File: config.mk
export PLATFORM = sky130hd
export DESIGN_NAME = pal_4b_inv
export DESIGN_NICKNAME = d
export VERILOG_FILES = /design/src/rtl/pal_pkg.sv /design/src/rtl/pal_4b.sv /design/src/rtl/pal_4b_inv.sv
export SDC_FILE = /design/constraint.sdc
export NUM_CORES = 1
export LEC_CHECK = 0
export ABC_AREA = 1
export ABC_CLOCK_PERIOD_IN_PS = 3050
export CAP_MARGIN = 0
export CORE_UTILIZATION = 35
export CTS_BUF_LIST = sky130_fd_sc_hd__clkbuf_16
export DETAILED_ROUTE_END_ITERATION = 10
export PLACE_DENSITY_LB_ADDON = 0.15
export SLEW_MARGIN = 5
export SYNTH_ARGS = -nofsm -noshare
export SYNTH_HDL_FRONTEND = slang
export SYNTH_HIERARCHICAL = 1
export SYNTH_SLANG_ARGS = --single-unit
File: constraint.sdc
create_clock -name clk -period 3.05 [get_ports clk]
set_input_delay 0.61 -clock clk [delete_from_list [all_inputs] [get_ports clk]]
set_output_delay 0.61 -clock clk [all_outputs]
set_load 0.02 [all_outputs]
File: src/rtl/pal_pkg.sv
// Shared definitions for the PAL 4-bit code translator family.
// Widths and the preimage finder state encoding.
package pal_pkg;

    localparam int CODE_W    = 4;
    localparam int NUM_CODES = 16;

    typedef enum logic [1:0] {
        IDLE,
        SCAN,
        DONE
    } pal_inv_state_t;

endpackage

File: src/rtl/pal_4b.sv
// Combinational 4-bit PAL code translator.
// Identity except 6->8, 9->6, 14->15.
module pal_4b
    import pal_pkg::*;
(
    input  logic [CODE_W-1:0] i_in,
    output logic [CODE_W-1:0] o_out
);

    always_comb begin
        o_out = i_in;
        unique case (i_in)
            4'd6:    o_out = 4'd8;
            4'd9:    o_out = 4'd6;
            4'd14:   o_out = 4'd15;
            default: o_out = i_in;
        endcase
    end

endmodule

File: src/rtl/pal_4b_inv.sv
// Sequential preimage finder for pal_4b: one candidate per clock.
// Optional PAL_INV_MASK_EN adds out_mask and forces full 16-candidate scans.
module pal_4b_inv
    import pal_pkg::*;
#(
    parameter bit DESCEND = 1'b0
) (
    input  logic              clk,
    input  logic              rst_n,
    input  logic              in_valid,
    input  logic [CODE_W-1:0] in_code,
    output logic              in_ready,
    output logic              out_valid,
    input  logic              out_ready,
    output logic              out_found,
    output logic [CODE_W-1:0] out_index
`ifdef PAL_INV_MASK_EN
    ,
    output logic [NUM_CODES-1:0] out_mask
`endif
);

    localparam logic [CODE_W-1:0] FIRST = DESCEND ? 4'd15 : 4'd0;
    localparam logic [CODE_W-1:0] LAST  = DESCEND ? 4'd0  : 4'd15;

    pal_inv_state_t    r_state;
    logic [CODE_W-1:0] r_cnt;
    logic [CODE_W-1:0] r_code;
    logic              r_rdy;
    logic              r_valid;
    logic              r_found;
    logic [CODE_W-1:0] r_index;

    logic [CODE_W-1:0] w_img;
    logic              w_hit;
    logic              w_last;
    logic [CODE_W-1:0] w_next;

    pal_4b u_map (
        .i_in  (r_cnt),
        .o_out (w_img)
    );

    assign w_hit  = (w_img == r_code);
    assign w_last = (r_cnt == LAST);
    assign w_next = DESCEND ? (r_cnt - 4'd1) : (r_cnt + 4'd1);

`ifdef PAL_INV_MASK_EN
    logic [NUM_CODES-1:0] r_mask;
    assign out_mask = r_mask;
`endif

    always_ff @(posedge clk or negedge rst_n) begin
        if (!rst_n) begin
            r_state <= IDLE;
            r_cnt   <= '0;
            r_code  <= '0;
            r_rdy   <= 1'b1;
            r_valid <= 1'b0;
            r_found <= 1'b0;
            r_index <= '0;
`ifdef PAL_INV_MASK_EN
            r_mask  <= '0;
`endif
        end else begin
            unique case (r_state)
                IDLE: begin
                    if (in_valid && r_rdy) begin
                        r_code  <= in_code;
                        r_cnt   <= FIRST;
                        r_rdy   <= 1'b0;
                        r_found <= 1'b0;
                        r_index <= '0;
`ifdef PAL_INV_MASK_EN
                        r_mask  <= '0;
`endif
                        r_state <= SCAN;
                    end
                end
                SCAN: begin
`ifdef PAL_INV_MASK_EN
                    // Keep scanning past hits; only the first one sets the index.
                    if (w_hit) begin
                        r_mask[r_cnt] <= 1'b1;
                        if (!r_found) begin
                            r_found <= 1'b1;
                            r_index <= r_cnt;
                        end
                    end
                    if (w_last) begin
                        r_valid <= 1'b1;
                        r_state <= DONE;
                    end else begin
                        r_cnt <= w_next;
                    end
`else
                    if (w_hit) begin
                        r_found <= 1'b1;
                        r_index <= r_cnt;
                        r_valid <= 1'b1;
                        r_state <= DONE;
                    end else if (w_last) begin
                        r_found <= 1'b0;
                        r_index <= '0;
                        r_valid <= 1'b1;
                        r_state <= DONE;
                    end else begin
                        r_cnt <= w_next;
                    end
`endif
                end
                DONE: begin
                    if (out_ready) begin
                        r_valid <= 1'b0;
                        r_rdy   <= 1'b1;
                        r_state <= IDLE;
                    end
                end
                default: begin
                    r_valid <= 1'b0;
                    r_rdy   <= 1'b1;
                    r_state <= IDLE;
                end
            endcase
        end
    end

    assign in_ready  = r_rdy;
    assign out_valid = r_valid;
    assign out_found = r_found;
    assign out_index = r_index;

endmodule

# Word level (Yosys, flattened, before mapping)
# Index checks and enable logic that the tools add are counted.
# totals
ramBits,0
latchBits,0
input_bits,8
mem_bits_ro,0
ff_bits,17
mem_count,0
# classes
order_cmp,0
eq_ne,12
shift,0
n_reduce_logical,9
n_mul,0
n_div,0
n_mux,23
addsub,1
bitwise_logic,2
# op_table
operator,count
4-bit 2-to-1 mux,5
4-bit case mux with 2 select lines,2
4-bit == test (second input constant),3
4-bit case mux with 3 select lines,1
3-bit AND reduction,4
2-bit 2-to-1 mux,4
2-bit inequality test (second input constant),4
1-bit 2-to-1 mux,7
1-bit case mux with 3 select lines,2
2-bit case mux with 3 select lines,1
4-bit by 1-bit adder with 4-bit output (second input constant),1
4-bit by 3-bit == test with 1-bit output (second input constant),1
4-bit == test,1
4-bit AND reduction,1
3-bit inequality test (second input constant),1
2-bit by 1-bit == test with 1-bit output (second input constant),1
2-bit == test (second input constant),1
2-bit zero test,1
1-bit inverter,2
1-bit case mux with 2 select lines,1
2-bit AND reduction,1
2-bit nonzero test,1
1-bit logical AND,1

# Longest topological paths before layout
# logic_depth
word_depth,5
mapped_depth,14
depth_no_buf,14

# Cells and area by module
# Netlist, hierarchy kept.
# by_module_without_submodules
mod,seq_area_each_um2,area_per_inst_um2,n_inst,cells_per_inst
pal_4b_inv,426.7,809.5,1,104
pal_4b,0.0,87.6,1,21

# Worst setup path before layout
# Ideal clock, no wire load.
# synth_timing
path_kind,reg-to-reg
from,reg r_cnt[2]
to,"reg r_found, in the netlist out_found"
setup_slack_ps,1552
t_required_ps,2930
path_stages_with_launch,13
arrival_ps,1378
path_cell_list,dfrtp_1 -> nor2_1 -> nand2_2 -> nand3_1 -> inv_1 -> nand2_1 -> nand2_1 -> nor2_1 -> nand2_1 -> nand2_1 -> nand2_1 -> nand2_1 -> nand2_1
# synth_via
elab_chain_len,5
elab_cells_between_ends,10
cone_classes,eq/ne: 6; mux: 3; reduce/logical: 1
# synth_rtl
item,line,source
start: declaration,pal_4b_inv.sv:27,logic [CODE_W-1:0] r_cnt;
start signal: assignment,pal_4b_inv.sv:108,r_cnt <= w_next;
4-bit == test / 4-bit by 3-bit == test with 1-bit output (equally long branches),pal_4b.sv:12,unique case (i_in)
4-bit case mux with 3 select lines (*),pal_4b.sv:12,
net w_img[2],pal_4b_inv.sv:34,logic [CODE_W-1:0] w_img;
4-bit == test (*),pal_4b_inv.sv:44,assign w_hit = (w_img == r_code);
3-bit inequality test (no line) / 1-bit 2-to-1 mux (equally long branches),-,
3-bit AND reduction (no line) / 1-bit case mux with 2 select lines (equally long branches),-,
end signal: assignment,pal_4b_inv.sv:60,r_found <= 1'b0;
end signal: assignment,pal_4b_inv.sv:72,r_found <= 1'b0;
end signal: assignment,pal_4b_inv.sv:98,r_found <= 1'b1;
end: declaration,pal_4b_inv.sv:31,logic r_found;
# Mark *: on every way through the listed nets, which the timed path passes. The rest lies on a longest branch.
# A chain may end at the register's enable or synchronous reset.

# Final worst setup path
# layout_timing
from,"reg r_rdy, in the netlist in_ready"
to,out in_ready
# layout_rtl
item,line,source
start: declaration,pal_4b_inv.sv:29,logic r_rdy;
start signal: assignment,pal_4b_inv.sv:58,r_rdy <= 1'b1;
start signal: assignment,pal_4b_inv.sv:71,r_rdy <= 1'b0;
start signal: assignment,pal_4b_inv.sv:115,r_rdy <= 1'b1;
end: declaration,pal_4b_inv.sv:12,"output logic in_ready,"
# No word-level cell between the ends.

==> metrics.yaml <==
synth.distinct_cells: 18
pin_count: 15
htreeDepth: 1
cp_max_fo: 3
setup_viol: 0
routed_wl_um: 1770
gp_congestion: 0.754
synthArstFlopShare_pct: 100
ctsHoldBuffers: 0
area_delta_synth_final_pct: 28.5
tritoncts: "done"
irDropWorstVdd_v: 0.000672
outcome: "finished, final reports clean"
path_clk_slew_ns: 0.05
ys_warn_count: 6
post-place-ws_ns: 0.957
setup.worst_path.class: "reg2out"
synth_cells: 125
post-route-util_pct: 49.7
fillers: 234
antenna_cells: 0
power.leakage_uw: 0.000607
cp_num_buf_inv: 1
clockBufferDepth: 2
ys_seq_area_share_pct: 47.6
gr-usage-all-layers_pct: 16.1
grt_setup_unrepaired: "false"
slew_viol_final: 0
crit_arrival_ns: 1.38
vias_per_cell: 4.73
synth_commonest_cells: "55 x nand2_1, 18 x inv_1, 16 x dfrtp_1"
synth_fp_nets: 134
post-cts-setup-buffers: 0
synth_top_area_cell: "dfrtp_1"
grt_pass1_wl_um: 3190
synth_edf_count: 0
crit_slowest_cell: "clkdlybuf4s50_1"
synth_seq_cells: 17
slew_headroom_pct: 49.9
synth_area_leaders: "dfrtp_1 45%, nand2_1 23%, inv_1 7.5%"
die_w_um: 52.6
hp-class: "reg2reg"
critPathLaunchType: "flip-flop"
drcViolationCount: 0
power_density_nw_per_um2: 964
fin_nets: 153
finalPower_uw: 1110
cts_inserted_buffers: 3
synth.most_common_cell: "nand2_1"
ant_nets: 0
clock_latency_ns: 0.24
grt_pass1_vias: 779
dp_hpwl_um: 1370
period_share_pct: 65.4
grt_max_degree: 18
wire_per_inst_um: 10.4
drv_cap: 0
crit_chain: "clkdlybuf4s50_1"
antenna_found_initial: 0
synthFlopType: "dfrtp_1"
end_kind: "primary output"
skew_ns: 0.00181
hold_viol: 0
coreArea_um2: 2320
overflow: 0
synth_top_area_share_pct: 44.6
cts.sinks: 17
postSynthAreaPerCell_um2: 7.18
setup_slack_ns: 1.06
cpPeakStageDelay_ns: 0.60
via_count: 808
post_cts_resized: 0
rows: 17
final_cells: 171
worstMarginPinSlew_ns: 0.749
min_period_ns: 1.99
drt-initial-drc-count: 7
portBuffers: 14
post-place-cells: 167
synth_area_um2: 897
cts-root-buf: "clkbuf_16"
fin_setup_tns_ns: 0
firstDrtPassIters: 4
crit_required_ns: 2.44
cp_top_family: "buffers and inverters"
fmax_mhz: 502
start_util_pct: 38.7
die_area_um2: 2770
fp.dieH_um: 52.6
layout-drive-gt1-share_pct: 9.09
==> flip-flops by register name, summed over array words and instances, names as in the netlist <==
signal / count
r_state: 2
out_found: 1
r_cnt: 4
out_index: 4
in_ready: 1
r_code: 4
out_valid: 1
==> cells by family after synthesis <==
group / after synthesis / synth area share, %
fa+ha+maj: 1 / 1.39
compound gates: 12 / 7.11
flops: 17 / 47.6
buf+inv: 20 / 8.37
xor+xnor: 2 / 1.95
simple gates: 73 / 33.6
==> path summary, 6_finish.rpt <==
check / slack, ns / to / start / cells past startpoint
setup / recovery: 1.06 / in_ready / in_ready / 1
hold / removal: 0.47 / out_index[0] / out_index[0] / 2
setup reg to reg: 1.26 / out_index[3] / r_cnt[0] / 13
hold reg to reg: 0.47 / out_index[0] / out_index[0] / 2
max in group asynchronous: 1.77 / r_code[2] / rst_n / 1
min in group asynchronous: 0.81 / out_index[3] / rst_n / 1
==> layout make-up <==
type | count | area, um^2 | area share, %
Sequential cell | 17 | 427 | 37.0
Multi-Input combinational cell | 88 | 395 | 34.3
Timing Repair Buffer | 14 | 140 | 12.2
Clock buffer | 3 | 75.1 | 6.51
Inverter | 20 | 75.1 | 6.51
Tap cell | 28 | 35.0 | 3.04
Clock inverter | 1 | 5.00 | 0.434
==> cells in the final DEF, fill, tap and decap left out, types with 2 or more instances in the layout <==
cell type and instances:
nand2_2 2, inv_1 18, nand3_1 6, clkbuf_16 3, a21oi_1 2, nor2_1 5
inv_2 2, nand2_1 55, o21ai_0 6, o21ai_1 3, xor2_1 2, nor2_2 2
clkdlybuf4s50_1 14, dfrtp_1 16
==> through the flow <==
stage	cell area [um^2]	hold slack, ns
2_1_floorplan	897	0.314
3_3_place_gp	1070	0.453
3_5_place_dp	1070	0.461
4_1_cts	1150	0.475
5_1_grt	1150	0.495
6_report	1150	0.468
==> layer usage <==
metal	track usage [%]	up-vias	routed length [um]
met1	17.4	379	773
met3	5.22	2	64
met4	2.63	0	9
li1	-	414	-
met2	30.4	13	922
met5	0	-	0
==> where the power goes <==
| part | leakage, uW | internal, uW | switching (uW) |
|---|---|---|---|
| Sequential | 0.000220 | 315 | 91.3 |
| Clock | 0.0000409 | 175 | 83.1 |
| Combinational | 0.000347 | 177 | 270 |
Power figures use the tool's default switching activity.
